## src/rtl/riscv_pkg.sv

```systemverilog
// riscv_pkg: opcode, FSM state and datapath select encodings shared by the RV32I-subset core
package riscv_pkg;
  localparam logic [6:0] OP_R      = 7'b0110011;
  localparam logic [6:0] OP_I      = 7'b0010011;
  localparam logic [6:0] OP_LOAD   = 7'b0000011;
  localparam logic [6:0] OP_STORE  = 7'b0100011;
  localparam logic [6:0] OP_BRANCH = 7'b1100011;
  localparam logic [6:0] OP_JAL    = 7'b1101111;
  localparam logic [6:0] OP_JALR   = 7'b1100111;
  localparam logic [6:0] OP_LUI    = 7'b0110111;
  typedef enum logic [3:0] {
    S_FETCH    = 4'd0,
    S_DECODE   = 4'd1,
    S_MEMADR   = 4'd2,
    S_MEMREAD  = 4'd3,
    S_MEMWB    = 4'd4,
    S_MEMWRITE = 4'd5,
    S_EXECR    = 4'd6,
    S_EXECI    = 4'd7,
    S_ALUWB    = 4'd8,
    S_BRANCH   = 4'd9,
    S_JALRADR  = 4'd10,
    S_JUMP     = 4'd11,
    S_LUI      = 4'd12,
    S_FAULT    = 4'd13
  } state_t;
  localparam logic [2:0] ALU_ADD = 3'b000;
  localparam logic [2:0] ALU_SUB = 3'b001;
  localparam logic [2:0] ALU_AND = 3'b010;
  localparam logic [2:0] ALU_OR  = 3'b011;
  localparam logic [2:0] ALU_SLT = 3'b101;
  localparam logic [1:0] RES_ALUOUT    = 2'b00;
  localparam logic [1:0] RES_DATA      = 2'b01;
  localparam logic [1:0] RES_ALURESULT = 2'b10;
  localparam logic [1:0] RES_IMM       = 2'b11;
  localparam logic [1:0] SRCA_PC    = 2'b00;
  localparam logic [1:0] SRCA_OLDPC = 2'b01;
  localparam logic [1:0] SRCA_RD1   = 2'b10;
  localparam logic [1:0] SRCB_RD2  = 2'b00;
  localparam logic [1:0] SRCB_IMM  = 2'b01;
  localparam logic [1:0] SRCB_FOUR = 2'b10;
  localparam logic [2:0] IMM_I = 3'b000;
  localparam logic [2:0] IMM_S = 3'b001;
  localparam logic [2:0] IMM_B = 3'b010;
  localparam logic [2:0] IMM_U = 3'b011;
  localparam logic [2:0] IMM_J = 3'b100;
  function automatic state_t decode_next(input logic [6:0] op);
    return (op == OP_LOAD || op == OP_STORE) ? S_MEMADR :
           op == OP_R      ? S_EXECR   :
           op == OP_I      ? S_EXECI   :
           op == OP_BRANCH ? S_BRANCH  :
           op == OP_JAL    ? S_JUMP    :
           op == OP_JALR   ? S_JALRADR :
           op == OP_LUI    ? S_LUI     : S_FAULT;
  endfunction
endpackage

```

## src/rtl/seq_alu_decode.sv

```systemverilog
// seq_alu_decode: func3/func7 to ALUControl, flagging func3 values the core does not implement
module seq_alu_decode
  import riscv_pkg::*;
(
  input  logic [2:0] func3,
  input  logic       func7_5,
  input  logic       sub_en,
  output logic [2:0] alu_control,
  output logic       illegal
);
  // sub_en is only set for register-register ops so addi never subtracts
  always_comb begin
    alu_control = func3 == 3'b000 ? ((sub_en && func7_5) ? ALU_SUB : ALU_ADD) :
                  func3 == 3'b111 ? ALU_AND :
                  func3 == 3'b110 ? ALU_OR  :
                  func3 == 3'b010 ? ALU_SLT : ALU_ADD;
    illegal = !(func3 inside {3'b000, 3'b111, 3'b110, 3'b010});
  end
endmodule

```

## src/rtl/multicycle_sequencer.sv

```systemverilog
// multicycle_sequencer: control FSM sequencing fetch/decode/execute/memory/writeback for the multicycle core
module multicycle_sequencer
  import riscv_pkg::*;
#(
  parameter int INSTR_WIDTH = 32
) (
  input  logic                   clk,
  input  logic                   rst,
  input  logic [INSTR_WIDTH-1:0] instr_i,
  input  logic                   zero_i,
  input  logic                   mem_ready_i,
  output logic                   PCWrite_o,
  output logic                   AdrSrc_o,
  output logic                   MemRead_o,
  output logic                   MemWrite_o,
  output logic                   IRWrite_o,
  output logic                   ByteOp_o,
  output logic [1:0]             ResultSrc_o,
  output logic [1:0]             ALUSrcA_o,
  output logic [1:0]             ALUSrcB_o,
  output logic [2:0]             ALUControl_o,
  output logic [2:0]             ImmSrc_o,
  output logic                   RegWrite_o,
  output logic                   fault_o
);
  state_t     state, state_nxt;
  logic [6:0] opcode;
  logic [2:0] func3;
  logic [2:0] alu_dec;
  logic       alu_illegal;
  logic       pc_w, ir_w, mem_w, reg_w;
  logic       unused_bits;
  assign opcode      = instr_i[6:0];
  assign func3       = instr_i[14:12];
  assign unused_bits = ^{instr_i[INSTR_WIDTH-1:31], instr_i[29:15], instr_i[11:7]};
  seq_alu_decode u_alu_decode (
    .func3       (func3),
    .func7_5     (instr_i[30]),
    .sub_en      (state == S_EXECR),
    .alu_control (alu_dec),
    .illegal     (alu_illegal)
  );
  always_ff @(posedge clk) begin
    state <= rst ? S_FETCH : state_nxt;
  end
  always_comb begin
    state_nxt    = state;
    pc_w         = 1'b0;
    ir_w         = 1'b0;
    mem_w        = 1'b0;
    reg_w        = 1'b0;
    MemRead_o    = 1'b0;
    AdrSrc_o     = 1'b0;
    ResultSrc_o  = RES_ALUOUT;
    ALUSrcA_o    = SRCA_PC;
    ALUSrcB_o    = SRCB_RD2;
    ALUControl_o = ALU_ADD;
    ImmSrc_o     = IMM_I;
    case (state)
      S_FETCH: begin
        MemRead_o   = 1'b1;
        ALUSrcB_o   = SRCB_FOUR;
        ResultSrc_o = RES_ALURESULT;
        pc_w        = mem_ready_i;
        ir_w        = mem_ready_i;
        state_nxt   = mem_ready_i ? S_DECODE : S_FETCH;
      end
      S_DECODE: begin
        ALUSrcA_o = SRCA_OLDPC;
        ALUSrcB_o = SRCB_IMM;
        ImmSrc_o  = opcode == OP_JAL ? IMM_J : IMM_B;
        state_nxt = decode_next(opcode);
      end
      S_MEMADR: begin
        ALUSrcA_o = SRCA_RD1;
        ALUSrcB_o = SRCB_IMM;
        ImmSrc_o  = opcode == OP_STORE ? IMM_S : IMM_I;
        state_nxt = opcode == OP_STORE ? S_MEMWRITE : S_MEMREAD;
      end
      S_MEMREAD: begin
        MemRead_o = 1'b1;
        AdrSrc_o  = 1'b1;
        state_nxt = mem_ready_i ? S_MEMWB : S_MEMREAD;
      end
      S_MEMWB: begin
        ResultSrc_o = RES_DATA;
        reg_w       = 1'b1;
        state_nxt   = S_FETCH;
      end
      S_MEMWRITE: begin
        mem_w     = 1'b1;
        AdrSrc_o  = 1'b1;
        state_nxt = mem_ready_i ? S_FETCH : S_MEMWRITE;
      end
      S_EXECR, S_EXECI: begin
        ALUSrcA_o    = SRCA_RD1;
        ALUSrcB_o    = state == S_EXECI ? SRCB_IMM : SRCB_RD2;
        ALUControl_o = alu_dec;
        state_nxt    = alu_illegal ? S_FAULT : S_ALUWB;
      end
      S_ALUWB: begin
        reg_w     = 1'b1;
        state_nxt = S_FETCH;
      end
      S_BRANCH: begin
        ALUSrcA_o    = SRCA_RD1;
        ALUControl_o = ALU_SUB;
        pc_w         = func3 == 3'b000 ? zero_i : func3 == 3'b001 ? !zero_i : 1'b0;
        state_nxt    = func3[2:1] == 2'b00 ? S_FETCH : S_FAULT;
      end
      S_JALRADR: begin
        ALUSrcA_o = SRCA_RD1;
        ALUSrcB_o = SRCB_IMM;
        state_nxt = S_JUMP;
      end
      S_JUMP: begin
        pc_w      = 1'b1;
        ALUSrcA_o = SRCA_OLDPC;
        ALUSrcB_o = SRCB_FOUR;
        state_nxt = S_ALUWB;
      end
      S_LUI: begin
        ImmSrc_o    = IMM_U;
        ResultSrc_o = RES_IMM;
        reg_w       = 1'b1;
        state_nxt   = S_FETCH;
      end
      default: state_nxt = S_FAULT;
    endcase
  end
  // reset abandons any in-flight access: no architectural write may fire while rst is high
  assign PCWrite_o  = pc_w && !rst;
  assign IRWrite_o  = ir_w && !rst;
  assign MemWrite_o = mem_w && !rst;
  assign RegWrite_o = reg_w && !rst;
  assign ByteOp_o   = (state inside {S_MEMADR, S_MEMREAD, S_MEMWB, S_MEMWRITE}) && func3 == 3'b000;
  assign fault_o    = state == S_FAULT;
endmodule

```

## config.mk

```make
export PLATFORM = sky130hd
export DESIGN_NAME = multicycle_sequencer
export DESIGN_NICKNAME = d
export VERILOG_FILES = /design/src/rtl/riscv_pkg.sv /design/src/rtl/seq_alu_decode.sv /design/src/rtl/multicycle_sequencer.sv
export SDC_FILE = /design/constraint.sdc
export NUM_CORES = 1
export LEC_CHECK = 0
export BUFFER_PORTS_ARGS = -buffer_cell sky130_fd_sc_hd__buf_2
export CORE_ASPECT_RATIO = 0.75
export CORE_MARGIN = 2
export CORE_UTILIZATION = 32
export CTS_CLUSTER_SIZE = 25
export DETAILED_ROUTE_END_ITERATION = 8
export PLACE_DENSITY = 0.66
export SYNTH_ARGS = -nofsm -noshare
export SYNTH_HDL_FRONTEND = slang
export SYNTH_SLANG_ARGS = --single-unit
```

## constraint.sdc

```tcl
create_clock -name clk -period 1.85 [get_ports clk]
set_input_delay 0 -clock clk [delete_from_list [all_inputs] [get_ports clk]]
set_output_delay 0 -clock clk [all_outputs]
set_load 0.02 [all_outputs]
```

==> reports/metrics.cfg <==
[setup_path]
crit_end = ImmSrc_o[2]
path_buf_inv = 1
cpMostUsedCell = nor2_1
cp.arrival_ns = 1.69
rrSetupSlack_ns = 0.23
crit_chain = nor2_1 > nand2_1 > nor2_1 > buf_2
end_kind = output port
regToRegStartpoint = state[3]
startpoint_type = flip-flop
path_class = flip-flop to output port
slowest_delay_ns = 0.45
slowest_stage = dfxtp_1
r2r_end = state[1]
cp_top_family = simple AND/OR/NAND/NOR gates
startpoint = state[3]
cp_data_required_time_ns = 1.85
path_max_fanout = 16
crit_cells = 4
r2r_cells = 4

[sta]
slew_viol_final = 0
finalSetupViolations = 0
skew_ns = 0.001292
setup-tns-final_ns = 0
rsz0062_at_grt = no
hold_viol_final = 0
tightest_slew_ns = 0.4925
min_period_ns = 1.691
fin_crit_sh = 0.9142
fmax_mhz = 591.3
setup_ws_ns = 0.1588
hold_ws_ns = 0.06648
max_slew_margin = 0.6712

[cells_and_area]
multi_input_area_um2 = 548.0
area_growth_pct = 32.43
n_fill_cell = 221
num_antenna_cells = 0
top_register = state
fin_nets = 181
drive_gt1_frac = 0.3217
regArea_um2 = 80.08
largest_reg_flops = 4
reg.largest.list = state x4

[run_status]
outcome = finished clean

[placed_design]
gp_congestion = 0.8335
pre_cts_slack_ns = 0.2653
dp_hpwl_um = 1685
port_buffers = 34

[power_and_ir_drop]
vdd_drop_max_mv = 0.6458
fin_total_pwr_w = 0.001035
power.density_nw_per_um2 = 1132
cellLeakagePower_nw = 0.4214

[floorplan]
rows = 14
ioPinCount = 56
initial_core_util = 0.3429
coreArea_um2 = 2014
die_h_um = 44.24
die_x_um = 57.65
die_area_um2 = 2550

[synth]
synth_top_cell_by_area = dfxtp_1
synth_cells = 108
synth_top_area_frac = 0.1159
avgSynthCellArea_um2 = 6.395
synth-main-ff-cell = dfxtp_1
synth-seq-cells = 4
yosysSeqAreaShare = 0.1159
synth_area_leaders = dfxtp_1, nor2_1, a21oi_1, nor3_1, nand2_1
netlist_area_um2 = 690.7
syn-num-nets = 144
yosysUniqueCellTypes = 40
yosys-top-cells-count = nor2_1, nand2_1, a21oi_1
synth-edff-count = 0
yosysWarnings = 0
synth.most_common_cell = nor2_1
async_flop_share = 0

[detailed_routing]
drt-initial-drc-count = 58
ant_nets = 0
vias = 949
drc = 0
drt-vias-per-instance = 5.683
wire_per_inst_um = 12.85
routed_wl_um = 2146
first_pass_iters = 4

[clocking]
htreeDepth = 1
cts_max_path_buffers = 2
clock_sinks = 4
cts_made_buffers = 3
clkLatencyLatePin_ns = 0.23
cts_tree = built
clkSlewWorstSetupHoldPaths_ns = 0.04
cts-root-buf = clkbuf_4
cts_hold_buf = 0
postCtsSetupRepairBufs = 0
cts_resized = 0

[global_routing]
grt_overflow = 0
grt_max_degree = 17
grt_pass1_vias = 797
grt_pass1_wl_um = 3581
antenna_found_initial = 0
grtUsageTotal = 0.1740

[job]
max_cap_violations = 0

[worst_hold_path]
hp-class = input port to flip-flop

## kinds of logic (layout without fill, tap and decap cells)
kind of cell | after synthesis | count (layout) | share of synthesized area
compound gates | 33 | 33 | 0.3297
buf+inv | 13 | 48 | 0.09418
xor+xnor | 3 | 3 | 0.03805
simple gates | 55 | 55 | 0.4221
flops | 4 | 4 | 0.1159
## cell usage in the layout (no fill, tap or decap), drive strengths merged, types with 2 or more instances in the layout
master	count
buf	40
nor2	14
nand2	8
a21oi	7
nor3	6
o21ai	5
inv	5
nand2b	4
a31oi	4
dfxtp	4
xnor2	3
nor2b	3
and3	3
nand3	3
or3	3
clkbuf	3
nand3b	2
nor4	2
o211ai	2
or4	2
a211oi	2
o311ai	2
## per-layer routing
| layer | up-vias | track usage | share of wire |
|---|---|---|---|
| met4 | 0 | 0.01395 | 0 |
| met5 | - | 0 | 0 |
| met2 | 43 | 0.2977 | 0.44 |
| met3 | 0 | 0.02632 | 0.081 |
| met1 | 430 | 0.2425 | 0.48 |
| li1 | 476 | - | - |
## cell type report
cell class / instances / share of cell area
Clock buffer: 3 / 0.02462
Inverter: 5 / 0.02052
Tap cell: 24 / 0.03283
Timing Repair Buffer: 40 / 0.2353
Multi-Input combinational cell: 91 / 0.5992
Sequential cell: 4 / 0.08755
## worst min path at each step
stage                     cells after the start              end   startpoint  slack [ns]
after floorplan                               1  ALUControl_o[2]  instr_i[14]        0.08
after global placement                        2         state[3]          rst        0.30
after detailed placement                      2         state[3]          rst        0.30
after CTS                                     2         state[3]          rst        0.06
after global routing                          2         state[3]          rst        0.09
final                                         2         state[3]          rst        0.07
## where the power goes
part,switching [W],internal [W]
combinational,0.000455,0.000283
clock,0.0000310,0.0000723
sequential,0.0000818,0.000113
total,0.000567,0.000468
## per-stage QoR
stage | util | instances | area [um^2]
floorplan | - | 108 | 690.7
global placement | 0.4416 | 164 | 889.6
detailed placement | 0.4416 | 164 | 889.6
CTS | 0.4528 | 167 | 912.1
global route | 0.4540 | 167 | 914.6
finish | 0.4540 | 167 | 914.6
No activity file was read; power rests on OpenSTA's default activity.
